## config.mk

```make
export PLATFORM = sky130hd
export DESIGN_NAME = laser_pulse_monitor_mc
export DESIGN_NICKNAME = d
export VERILOG_FILES = /design/src/rtl/laser_pulse_monitor_mc.sv
export SDC_FILE = /design/constraint.sdc
export NUM_CORES = 1
export LEC_CHECK = 0
export CAP_MARGIN = 20
export CORE_ASPECT_RATIO = 2
export CORE_UTILIZATION = 60
export CTS_CLUSTER_SIZE = 40
export DETAILED_ROUTE_END_ITERATION = 8
export HOLD_SLACK_MARGIN = 0.08
export PLACE_DENSITY = 0.8
export SYNTH_ARGS = -nofsm -noshare
export SYNTH_HDL_FRONTEND = slang
export SYNTH_SLANG_ARGS = --single-unit
```

## constraint.sdc

```tcl
create_clock -name clk -period 3.4 [get_ports clk]
set_input_delay 0.34 -clock clk [delete_from_list [all_inputs] [get_ports clk]]
set_output_delay 0.34 -clock clk [all_outputs]
set_load 0.05 [all_outputs]
```

## src/rtl/laser_pulse_monitor_mc.sv

```systemverilog
// Multi-channel laser pulse safety monitor (clk_div2 domain).
// Each channel synchronises its pulse input, measures the high time and the
// rising-to-rising period, and latches short-pulse, long-pulse and over-rate
// faults. The OR of all latched faults drives a registered shutdown. The first
// fault after reset or clear is kept, with its channel and type, for readback.
module laser_pulse_monitor_mc #(
    parameter int  NUM_CH      = 4,
    parameter int  CNT_W       = 32,
    parameter int  SYNC_STAGES = 2,
    localparam int CH_W        = (NUM_CH > 1) ? $clog2(NUM_CH) : 1
) (
    input  logic              clk,
    input  logic              rstn,
    input  logic [NUM_CH-1:0] laser_pulse,
    input  logic [NUM_CH-1:0] ch_enable,
    input  logic              laser_ready,
    input  logic              clear_fail,
    input  logic [CNT_W-1:0]  pulse_width_lower_limit,
    input  logic [CNT_W-1:0]  pulse_width_upper_limit,
    input  logic [CNT_W-1:0]  rate_lower_limit,
    output logic [NUM_CH-1:0] pulse_lower_limit_fail,
    output logic [NUM_CH-1:0] pulse_upper_limit_fail,
    output logic [NUM_CH-1:0] rate_lower_limit_fail,
    output logic              shutdown,
    output logic              fault_valid,
    output logic [CH_W-1:0]   fault_ch,
    output logic [1:0]        fault_type
);

    localparam logic [CNT_W-1:0] CNT_ONE  = CNT_W'(1);
    localparam logic [CNT_W-1:0] CNT_MAX  = '1;
    localparam logic [1:0]       FT_LOWER = 2'b01;
    localparam logic [1:0]       FT_UPPER = 2'b10;
    localparam logic [1:0]       FT_RATE  = 2'b11;

    // Synchroniser, edge detect and post-reset arming
    logic [NUM_CH-1:0]    sync_q [SYNC_STAGES];
    logic [NUM_CH-1:0]    sync_d [SYNC_STAGES];
    logic [SYNC_STAGES:0] fill_q, fill_d;
    logic [NUM_CH-1:0]    fill_vec;
    logic [NUM_CH-1:0]    lvl_q, lvl_d, rise_q, rise_d, fall_q, fall_d;
    logic [NUM_CH-1:0]    armed_q, armed_d, seen_q, seen_d;

    // Per-channel measurement
    logic [CNT_W-1:0]     width_q  [NUM_CH];
    logic [CNT_W-1:0]     width_d  [NUM_CH];
    logic [CNT_W-1:0]     period_q [NUM_CH];
    logic [CNT_W-1:0]     period_d [NUM_CH];
    logic [NUM_CH-1:0]    active, high, new_lo, new_up, new_rt;

    // Latched faults and capture
    logic [NUM_CH-1:0]    lo_fail_q, lo_fail_d, up_fail_q, up_fail_d, rt_fail_q, rt_fail_d;
    logic                 shutdown_q, shutdown_d, fault_valid_q, fault_valid_d;
    logic [CH_W-1:0]      fault_ch_q, fault_ch_d, cap_ch;
    logic [1:0]           fault_type_q, fault_type_d, cap_type;
    logic                 cap_any;

    // Input synchroniser and registered rise/fall detection. A channel is armed
    // once it has shown a genuine low after reset, so a pulse already in flight
    // when reset releases is ignored instead of being measured as a fragment.
    always_comb begin
        // NOTE: every *_d value is assigned unconditionally first, so no latch can be inferred.
        sync_d[0] = laser_pulse;
        for (int s = 1; s < SYNC_STAGES; s++) begin
            sync_d[s] = sync_q[s-1];
        end
        fill_d   = {fill_q[SYNC_STAGES-1:0], 1'b1};
        fill_vec = {NUM_CH{fill_q[SYNC_STAGES]}};
        lvl_d    = sync_q[SYNC_STAGES-1];
        rise_d   = sync_q[SYNC_STAGES-1] & ~lvl_q & (armed_q | fill_vec);
        fall_d   = ~sync_q[SYNC_STAGES-1] & lvl_q & armed_q;
        armed_d  = armed_q | (~lvl_q & fill_vec);
    end

    // Width/period counters, the three limit checks and the rate-check history
    always_comb begin
        active = {NUM_CH{laser_ready}} & ch_enable;
        high   = lvl_q & armed_q;
        for (int i = 0; i < NUM_CH; i++) begin
            width_d[i]  = width_q[i];
            period_d[i] = period_q[i];
            if (rise_q[i]) begin
                width_d[i]  = CNT_ONE;
                period_d[i] = CNT_ONE;
            end else begin
                if (high[i] && (width_q[i] != CNT_MAX)) width_d[i] = width_q[i] + CNT_ONE;
                if (period_q[i] != CNT_MAX) period_d[i] = period_q[i] + CNT_ONE;
            end

            new_lo[i] = active[i] && fall_q[i] && (pulse_width_lower_limit != '0) &&
                        (width_q[i] < pulse_width_lower_limit);
            // Fires while still high, in the cycle the count would pass the limit.
            new_up[i] = active[i] && high[i] && !rise_q[i] && (pulse_width_upper_limit != '0) &&
                        (width_q[i] == pulse_width_upper_limit);
            new_rt[i] = active[i] && rise_q[i] && seen_q[i] && (rate_lower_limit != '0) &&
                        (period_q[i] < rate_lower_limit);

            if (!active[i])     seen_d[i] = 1'b0;
            else if (rise_q[i]) seen_d[i] = 1'b1;
            else if (clear_fail) seen_d[i] = 1'b0;
            else                seen_d[i] = seen_q[i];
        end
    end

    // Sticky fail bits (a new fail beats clear_fail), shutdown and first-fault capture
    always_comb begin
        lo_fail_d  = (clear_fail ? '0 : lo_fail_q) | new_lo;
        up_fail_d  = (clear_fail ? '0 : up_fail_q) | new_up;
        rt_fail_d  = (clear_fail ? '0 : rt_fail_q) | new_rt;
        shutdown_d = |{lo_fail_q, up_fail_q, rt_fail_q};

        cap_any  = |{new_lo, new_up, new_rt};
        cap_ch   = '0;
        cap_type = '0;
        // Walk downwards so the lowest faulting channel is the one left standing.
        for (int i = NUM_CH - 1; i >= 0; i--) begin
            if (new_up[i] || new_lo[i] || new_rt[i]) begin
                cap_ch   = CH_W'(i);
                cap_type = new_up[i] ? FT_UPPER : (new_lo[i] ? FT_LOWER : FT_RATE);
            end
        end

        fault_valid_d = fault_valid_q;
        fault_ch_d    = fault_ch_q;
        fault_type_d  = fault_type_q;
        if (clear_fail) begin
            fault_valid_d = 1'b0;
            fault_ch_d    = '0;
            fault_type_d  = '0;
        end
        if ((!fault_valid_q || clear_fail) && cap_any) begin
            fault_valid_d = 1'b1;
            fault_ch_d    = cap_ch;
            fault_type_d  = cap_type;
        end
    end

    // State registers with synchronous active-low reset
    always_ff @(posedge clk) begin
        if (!rstn) begin
            // NOTE: the counter arrays are plain flops rather than RAM, so clearing them here is intended.
            for (int s = 0; s < SYNC_STAGES; s++) sync_q[s] <= '0;
            for (int i = 0; i < NUM_CH; i++) begin
                width_q[i]  <= '0;
                period_q[i] <= '0;
            end
            fill_q        <= '0;
            lvl_q         <= '0;
            rise_q        <= '0;
            fall_q        <= '0;
            armed_q       <= '0;
            seen_q        <= '0;
            lo_fail_q     <= '0;
            up_fail_q     <= '0;
            rt_fail_q     <= '0;
            shutdown_q    <= 1'b0;
            fault_valid_q <= 1'b0;
            fault_ch_q    <= '0;
            fault_type_q  <= '0;
        end else begin
            // NOTE: non-blocking assignments make every flop sample the pre-edge values.
            sync_q        <= sync_d;
            width_q       <= width_d;
            period_q      <= period_d;
            fill_q        <= fill_d;
            lvl_q         <= lvl_d;
            rise_q        <= rise_d;
            fall_q        <= fall_d;
            armed_q       <= armed_d;
            seen_q        <= seen_d;
            lo_fail_q     <= lo_fail_d;
            up_fail_q     <= up_fail_d;
            rt_fail_q     <= rt_fail_d;
            shutdown_q    <= shutdown_d;
            fault_valid_q <= fault_valid_d;
            fault_ch_q    <= fault_ch_d;
            fault_type_q  <= fault_type_d;
        end
    end

    assign pulse_lower_limit_fail = lo_fail_q;
    assign pulse_upper_limit_fail = up_fail_q;
    assign rate_lower_limit_fail  = rt_fail_q;
    assign shutdown               = shutdown_q;
    assign fault_valid            = fault_valid_q;
    assign fault_ch               = fault_ch_q;
    assign fault_type             = fault_type_q;

endmodule

```

==> results.ini <==
[floorplanning]
die_x_um = 132
initial_core_util_pct = 60.8
die_area_um2 = 34600
boundaryPins = 126
row_count = 95
die_h_um = 262
core_area_um2 = 33400

[power_and_ir_drop]
leakage_nw = 10.3
ir_drop_mv = 0.489
power_mw = 8.03
powerDensity_nw_per_um2 = 327

[place]
post-place-cells = 3175
dpl_worst_slack_ps = -272
io_buffers = 125
globalplace.congestion = 1.12
dp_hpwl_mm = 61.9

[global_route]
grt_pass1_wl_mm = 114
grt_pass1_vias = 20339
overflow = 0
antenna_found_initial = 5
grt_max_degree = 33
grt.total_usage_pct = 43.9

[logic_synthesis]
yosysWarnings = 0
synth_top_area_share_pct = 30.1
synth-edff-count = 0
synth.area.top_cells = dfxtp_1 30%, ha_1 16%, xor2_1 8.5%
synth-seq-cells = 305
synth_cells = 2468
synth_area_leader_cell = dfxtp_1
ys_seq_area_share_pct = 30.1
synth_ff_type = dfxtp_1
synth_nets = 2832
syn-cell-area_um2 = 20300
synth-async-reset-ratio_pct = 0
synth.avg_cell_area_um2 = 8.23
yosysUniqueCellTypes = 73

[drt]
routed_wl_mm = 76.5
routedWlPerCell_um = 23.7
dr_wl_met3_mm = 4.09
vias = 20141
first_pass_iters = 5
drt_iter0_drc = 1208
wl_met1_mm = 23.9
ant_nets = 0
drcViolationCount = 0
route.met2.wl_mm = 37.6
viasPerCell = 6.24
routed.top_layer = met5

[sta]
tns_ps = 0
layout_setup_ws_ps = 132
clock.fmax_mhz = 306
setup_viol = 0
period_share_pct = 96.1
slew_headroom_pct = 35.5
hold_viol = 0
rsz0062_at_grt = no
maxSlewViolCount = 0
holdWs_ps = 333
timing.final.crit_period_ps = 3270
clock_skew_ps = 29.2
tightest_slew_ps = 959

[cts]
cts_buffers = 28
cts-htree-levels = 1
cts_resized = 0
cts_tree = built
postCtsHoldBufs = 0
clk_latency_ps = 590
cts.sinks = 305
clkSlewWorstSetupHoldPaths_ps = 70
clockBufferDepth = 3
root_buffer = clkbuf_16
cts_setup_buffers = 0

[worst_setup_path]
endpoint_kind = register
worst_setup_path_start_kind = register
critPathArrivalTime_ps = 3760
crit_required_ps = 3890
worstSetupPathType = reg -> reg
cp_max_fo = 5

[cells_and_area]
layout.nets = 3133
final_cell_mix = 320 x nor2_1, 305 x dfxtp_1, 256 x ha_1
area_growth_pct = 20.9
n_fill_cell = 2577
drive_above_1_share_pct = 11.0
mostFrequentLayoutCell = nor2_1
final_cells = 3230

[job]
maxCapViolations = 0

[outcome]
status = finished clean

[hold_path]
hp-class = in -> reg

[cell usage after synthesis (all sizes together) (3+ instances only)]
cell       n
buf       43
a221oi     7
a2111oi    4
inv      100
o2111ai    7
o21ai     88
or2        8
and3      25
nand4    105
nor3b      6
mux2i      4
clkbuf    34
a31oi      6
nand3    117
dfxtp    305
a2111o     3
nor2     321
or4        6
nand2    204
ha       256
a21oi    171
a221o      3
o211ai     8
nor2b     10
nand4b     5
nor3      45
a211oi    14
nor4      56
o211a      5
xnor2    122
and4      41
o21a       8
and2      28
nand2b    15
or3       55
xor2     196
a21o      10
[path summary, 6_finish.rpt]
kind / start / slack, ps / to / cells after the start
setup / recovery: width_q[39] / 130 / fault_type[0] / 10
hold / removal: laser_pulse[2] / 330 / sync_d[2] / 2
setup reg to reg: width_q[39] / 130 / fault_type[0] / 10
hold reg to reg: lvl_d[2] / 430 / fall_q[2] / 1
[registers in the layout (all words and copies together) (netlist names)]
signal	count
pulse_lower_limit_fail	4
seen_q	4
armed_q	4
lvl_d	4
sync_d	4
rise_q	4
width_q	128
lvl_q	4
fall_q	4
fault_ch	2
fault_type	2
period_q	128
fill_q	3
fault_valid	1
shutdown	1
pulse_upper_limit_fail	4
rate_lower_limit_fail	4
[report_power, final]
part | switching, mW | internal (mW) | leakage, nW
combinational | 0.499 | 0.385 | 7.34
clock | 1.50 | 2.02 | 0.498
sequential | 0.0293 | 3.59 | 2.46
total | 2.03 | 6.00 | 10.3
[worst max-delay path, cell delays in order, from the launching register on]
cell      delay [ps]
dfxtp_1          390
ha_1             370
nand4_1          100
o311a_1          370
o41ai_1          570
a21oi_1          170
or3_1            410
nor3b_2          230
and2b_1          240
o211ai_1         130
a21oi_2          190
[metrics by stage]
stage / area (um^2) / util [%]
floorplan: 20300 / -
global placement: 23500 / 70.4
detailed placement: 23500 / 70.4
CTS: 24500 / 73.5
global route: 24600 / 73.5
finish: 24600 / 73.5
[cells by family (layout without fill, tap and decap cells)]
logic type	after synthesis	after routing	synth area share [%]
AO/OA/AOI/OAI	355	355	10.6
flip-flops	305	305	30.1
adder cells (fa/ha/maj)	256	256	15.8
multiplexers	4	4	0.197
AND/OR/NAND/NOR	1052	1052	26.2
other	0	4	0
XOR/XNOR	318	318	13.7
buffers and inverters	178	500	3.52
[routing by layer]
layer  global-route usage, %  vias up
met5                       0        -
met4                    54.2        2
met3                    6.85      475
met2                    80.3      936
met1                    37.1     9372
li1                        -     9356
[cell type report]
class / instances / area [um^2] / area share (%)
Tap cell: 436 / 546 / 2.22
Multi-Input combinational cell: 1985 / 13500 / 55.0
Sequential cell: 305 / 6110 / 24.9
Clock inverter: 18 / 249 / 1.01
Antenna cell: 4 / 10.0 / 0.0408
Inverter: 101 / 379 / 1.54
Clock buffer: 33 / 771 / 3.14
Timing Repair Buffer: 348 / 3000 / 12.2
(Power assumes the default switching activity.)
